`config.mk`:
```
export PLATFORM = sky130hd
export DESIGN_NAME = pwm_decoder
export DESIGN_NICKNAME = d
export VERILOG_FILES = /design/src/rtl/pwm_decoder.sv
export SDC_FILE = /design/constraint.sdc
export NUM_CORES = 1
export LEC_CHECK = 0
export CORE_ASPECT_RATIO = 0.6
export CORE_UTILIZATION = 59
export CTS_CLUSTER_DIAMETER = 40
export DETAILED_ROUTE_END_ITERATION = 10
export PLACE_DENSITY = 0.95
export SLEW_MARGIN = 20
export SYNTH_ARGS = -nofsm -noshare
export SYNTH_HDL_FRONTEND = slang
export SYNTH_SLANG_ARGS = --single-unit
```
`constraint.sdc`:
```
create_clock -name clk -period 3.4 [get_ports clk]
set_input_delay 0.68 -clock clk [delete_from_list [all_inputs] [get_ports clk]]
set_output_delay 0.68 -clock clk [all_outputs]
set_load 0.02 [all_outputs]
```
`src/rtl/pwm_decoder.sv`:
```
// PWM input decoder: measures high time and rise-to-rise period in clock cycles.
// Define PWM_DECODER_FILTER_EN to insert a FILT_LEN-cycle glitch filter ahead of edge detection.
module pwm_decoder #(
   parameter int CNT_W    = 16,
   parameter int TIMEOUT  = 1000,
   parameter int FILT_LEN = 3
) (
   input  logic             clk,
   input  logic             rst,
   input  logic             pwm_in,
   input  logic             enable,
   output logic [CNT_W-1:0] high_cnt,
   output logic [CNT_W-1:0] period_cnt,
   output logic             sample_valid,
   output logic             timeout
);

   typedef enum logic [1:0] {IDLE, MEAS_HIGH, MEAS_LOW} state_t;

   localparam logic [CNT_W-1:0] TIMEOUT_C = CNT_W'(TIMEOUT);

   if (TIMEOUT < 2 || FILT_LEN < 2) begin : g_bad_param
      $error("pwm_decoder: TIMEOUT and FILT_LEN must both be at least 2");
   end

   logic             sync1_q;
   logic             sync2_q;
   logic             s;
   logic             sD_q;
   logic             rise_q;
   logic             fall_q;
   state_t           state_q;
   logic [CNT_W-1:0] perCnt_q;
   logic [CNT_W-1:0] hiTmp_q;
   logic [CNT_W-1:0] highCnt_q;
   logic [CNT_W-1:0] periodCnt_q;
   logic             sampleValid_q;
   logic             timeout_q;

   always_ff @(posedge clk or posedge rst) begin
      if (rst) begin
         sync1_q <= 1'b0;
         sync2_q <= 1'b0;
      end else begin
         sync1_q <= pwm_in;
         sync2_q <= sync1_q;
      end
   end

`ifdef PWM_DECODER_FILTER_EN
   localparam int FW = $clog2(FILT_LEN);
   localparam logic [FW-1:0] FILT_MAX = FW'(FILT_LEN - 1);

   logic          filt_q;
   logic [FW-1:0] filtCnt_q;

   // The filtered level flips only after FILT_LEN consecutive disagreeing samples.
   always_ff @(posedge clk or posedge rst) begin
      if (rst) begin
         filt_q    <= 1'b0;
         filtCnt_q <= '0;
      end else if (sync2_q == filt_q) begin
         filtCnt_q <= '0;
      end else if (filtCnt_q == FILT_MAX) begin
         filt_q    <= sync2_q;
         filtCnt_q <= '0;
      end else begin
         filtCnt_q <= filtCnt_q + 1'b1;
      end
   end

   assign s = filt_q;
`else
   assign s = sync2_q;
`endif

   // Edge pulses are registered so the FSM decodes from flops, not the synchronizer path.
   always_ff @(posedge clk or posedge rst) begin
      if (rst) begin
         sD_q   <= 1'b0;
         rise_q <= 1'b0;
         fall_q <= 1'b0;
      end else begin
         sD_q   <= s;
         rise_q <= s & ~sD_q;
         fall_q <= ~s & sD_q;
      end
   end

   always_ff @(posedge clk or posedge rst) begin
      if (rst) begin
         state_q       <= IDLE;
         perCnt_q      <= '0;
         hiTmp_q       <= '0;
         highCnt_q     <= '0;
         periodCnt_q   <= '0;
         sampleValid_q <= 1'b0;
         timeout_q     <= 1'b0;
      end else begin
         sampleValid_q <= 1'b0;
         if (!enable) begin
            state_q   <= IDLE;
            timeout_q <= 1'b0;
         end else begin
            unique case (state_q)
               IDLE: begin
                  if (rise_q) begin
                     perCnt_q <= CNT_W'(1);
                     state_q  <= MEAS_HIGH;
                  end
               end
               MEAS_HIGH: begin
                  if (perCnt_q == TIMEOUT_C) begin
                     timeout_q <= 1'b1;
                     state_q   <= IDLE;
                  end else begin
                     perCnt_q <= perCnt_q + 1'b1;
                     if (fall_q) begin
                        hiTmp_q <= perCnt_q;
                        state_q <= MEAS_LOW;
                     end
                  end
               end
               MEAS_LOW: begin
                  // A rise on the timeout cycle still completes a valid period.
                  if (rise_q) begin
                     highCnt_q     <= hiTmp_q;
                     periodCnt_q   <= perCnt_q;
                     sampleValid_q <= 1'b1;
                     timeout_q     <= 1'b0;
                     perCnt_q      <= CNT_W'(1);
                     state_q       <= MEAS_HIGH;
                  end else if (perCnt_q == TIMEOUT_C) begin
                     timeout_q <= 1'b1;
                     state_q   <= IDLE;
                  end else begin
                     perCnt_q <= perCnt_q + 1'b1;
                  end
               end
               default: state_q <= IDLE;
            endcase
         end
      end
   end

   assign high_cnt     = highCnt_q;
   assign period_cnt   = periodCnt_q;
   assign sample_valid = sampleValid_q;
   assign timeout      = timeout_q;

endmodule

```
==> summary.log <==
qor: timing.share_of_the_clock_period_used_by_the_worst_path 0.726
qor: synth.muxShareOfSynthArea 0.179
qor: global_route.overflow 0
qor: clock_network.cts_hold_buffers 0
qor: critical_path.worst_setup_endpoint hiTmp_q[11]$_DFFE_PP0P_
qor: synth.synth_cells 246
qor: run.max_cap_violations 0
qor: synth.syn-cell-area 0.00316 sq mm
qor: timing.tightest_slew 0.684 ns
qor: clock_network.cts_max_path_buffers 2
qor: synth.synth.net_count 256
qor: clock_network.cts.repair.resized 0
qor: placed_design.place_congestion 0.883
qor: placed_design.place.detailed.hpwl 4.22 mm
qor: power.leakage 0.00180 uW
qor: clock_network.htree_num_levels 3
qor: clock_network.clock_sinks 73
qor: synth.ys_types 41
qor: synth.synth_top_area_frac 0.579
qor: floorplan.core-area 0.00510 sq mm
qor: floorplan.fp.dieH 58.7 um
qor: floorplan.core.rowCount 20
qor: timing.finalWorstPathRequiredPeriod 2.47 ns
qor: cells_and_area.layout.filler_cells 347
qor: synth.synth-compound-area-share 0.0634
qor: timing.fin_ws 0.932 ns
qor: synth.yosysSeqAreaShare 0.579
qor: timing.setup-tns-final 0 ns
qor: min_path.hold_class reg2reg
qor: power.pwr_density_cell 448 mW/mm^2
qor: synth.share_of_synthesized_flip_flops_with_an_asynchronous_set_or_reset 1.00
qor: timing.rel_slew_slack 0.543
qor: critical_path.timing.critical_path.to_type flop
qor: route.drt_pass1_iterations 5
qor: timing.max_freq 0.405 GHz
qor: global_route.antenna_violations_before_repair 0
qor: clock_network.clk_root_buffer_cell clkbuf_8
qor: synth.synthMostInstantiatedCell dfrtp_1
qor: clock_network.cts-buffers-inserted 9
qor: critical_path.arrival_time_at_the_worst_endpoint 2.70 ns
qor: timing.unrepaired_setup_endpoints_after_global_routing no
qor: route.totalWireLength 6.09 mm
qor: min_path.hold_start sync1_q$_DFF_PP0_
qor: power.finalPower 1700 uW
qor: critical_path.worst_r2r_path_depth 7
qor: critical_path.worstSetupStartpointType flop
qor: synth.top_cells_by_instance_count_after_synthesis dfrtp_1 (73), mux2_2 (29), nand2_1 (14), a21oi_1 (12), o21ai_0 (11)
qor: global_route.grt_first_pass_wirelength 10.2 mm
qor: cells_and_area.area_delta_synth_final 20.3%
qor: synth.synthXorXnorAreaFrac 0.00833
qor: synth.postSynthAreaPerCell 12.8 sq um
qor: critical_path.cp_max_fo 16
qor: synth.postSynthRegisterBits 73
qor: global_route.grt_pass1_vias 2072
qor: floorplan.floorplan.die_area 0.00565 sq mm
qor: clock_network.clk_latency 0.35 ns
qor: synth.edff_count_synth 0
qor: clock_network.tritoncts yes
qor: route.post-route-drc-count 0
qor: critical_path.regToRegStartpoint perCnt_q[0]$_DFFE_PP0P_
qor: critical_path.r2r_endpoint hiTmp_q[11]$_DFFE_PP0P_
qor: power.ir_worst_vdd 0.000328 V
qor: timing.setup_viol 0
qor: global_route.gr-usage-all-layers 0.250
qor: placed_design.place_worst_setup_slack 0.816 ns
qor: route.avgViaCountPerCell 5.86
qor: cells_and_area.nNetsFinal 299
qor: critical_path.rrSetupSlack 0.93 ns
qor: route.postRouteAntennaNets 0
qor: route.vias 2105
qor: floorplan.fp.dieW 96.4 um
qor: synth.synth_top_cell_by_area dfrtp_1
qor: synth.yosys-top-cells-area dfrtp_1 (58%), mux2_2 (10%), mux2_4 (4.8%)
qor: timing.report.final.hold_viol_count 0
qor: synth.synthesis.yosys.warnings 0
qor: critical_path.critPathKind reg2reg
qor: clock_network.worst_setup_hold_path_clk_slew 0.07 ns
qor: global_route.grt_start_max_net_pins 74
qor: placed_design.port_buffers 37
qor: cells_and_area.n_antenna_cell 0
qor: clock_network.cts_post_setup_buffers_inserted 0
qor: synth.synth_simple_gate_area_share 0.120
qor: timing.drv_slew 0
qor: status.run_status finished clean
qor: cells_and_area.final_util 0.744
qor: route.drt_iter0_drc 155
qor: floorplan.boundaryPins 38
qor: cells_and_area.drive_gt1_frac 0.205
qor: synth.synth_fa_ha_area_frac 0.0238
qor: floorplan.initial_core_util 0.618
qor: timing.fin_skew 0.00714 ns
qor: route.route.detailed.wl_per_inst 17.0 um
qor: synth.ys_dominant_reg_cell dfrtp_1
qor: synth.main_combinational_cell_family_by_area_after_synthesis multiplexers
qor: critical_path.required_worst_endpoint 3.63 ns
qor: critical_path.startpoint perCnt_q[0]$_DFFE_PP0P_
-- cells by family after synthesis --
kind of cell / count (synthesis)
DFF: 73
and+or+nand+nor: 65
muxes: 47
AOI/OAI and AO/OA: 34
buffers and inverters: 18
adders and majority gates: 6
xor gates and xnor gates: 3
-- worst max-delay path, cell delays in order, from the launching register on --
cell	delay, ns
dfrtp_1	0.49
inv_1	0.11
ha_1	0.17
nor4b_1	0.28
and4_1	0.46
or3b_1	0.18
buf_4	0.29
mux2_1	0.37
-- sequential cells by signal, summed over array words and instances, names as in the netlist --
name	cells
rise_q	1
timeout	1
perCnt_q	16
fall_q	1
sync1_q	1
sD_q	1
s	1
state_q	2
hiTmp_q	16
period_cnt	16
sample_valid	1
high_cnt	16
-- metal layers --
metal	vias up	wire, um	global-route usage	part of all wire
li1	971	-	-	-
met1	1055	2830	0.347	0.46
met2	68	2830	0.376	0.46
met3	11	344	0.0749	0.056
met4	0	83	0.0966	0.014
met5	-	0	0	0
-- report_power, final --
group / internal (uW) / leakage, uW / switching (uW)
sequential: 899 / 0.00100 / 36.6
clock: 330 / 0.0000909 / 308
combinational: 57.8 / 0.000704 / 67.2
total: 1290 / 0.00180 / 412
-- through the flow --
stage / area (sq um) / hold slack, ns / instances
floorplan: 3160 / 0.331 / 246
global placement: 3610 / 0.333 / 344
detailed placement: 3610 / 0.345 / 344
CTS: 3800 / 0.350 / 359
global route: 3800 / 0.355 / 359
finish: 3800 / 0.350 / 359
-- worst min-delay path by stage --
stage,to,cells after the start
floorplan,s$_DFF_PP0_,0
global placement,s$_DFF_PP0_,0
detailed placement,s$_DFF_PP0_,0
CTS,s$_DFF_PP0_,0
global route,s$_DFF_PP0_,0
finish,s$_DFF_PP0_,0
-- layout make-up --
cell class,count,area [sq um],share of cell area
clock buffers,9,124,0.0326
clock inverters,6,60.1,0.0158
inverters,9,33.8,0.00890
multi-input cells,155,1240,0.328
flip-flops and latches,73,1830,0.481
well taps,66,82.6,0.0218
repair buffers,41,425,0.112
-- cell usage in the layout (no fill, tap or decap), types with 6 or more instances in the layout --
master / n
dfrtp_1: 73
a21oi_1: 12
mux2_4: 10
clkbuf_8: 9
inv_1: 8
clkdlybuf4s50_1: 37
mux2_1: 6
ha_1: 6
nand2_1: 14
mux2_2: 29
nand4_1: 7
o21ai_0: 11
nor2_1: 6
Note: power is estimated with default switching activity, not from simulation.
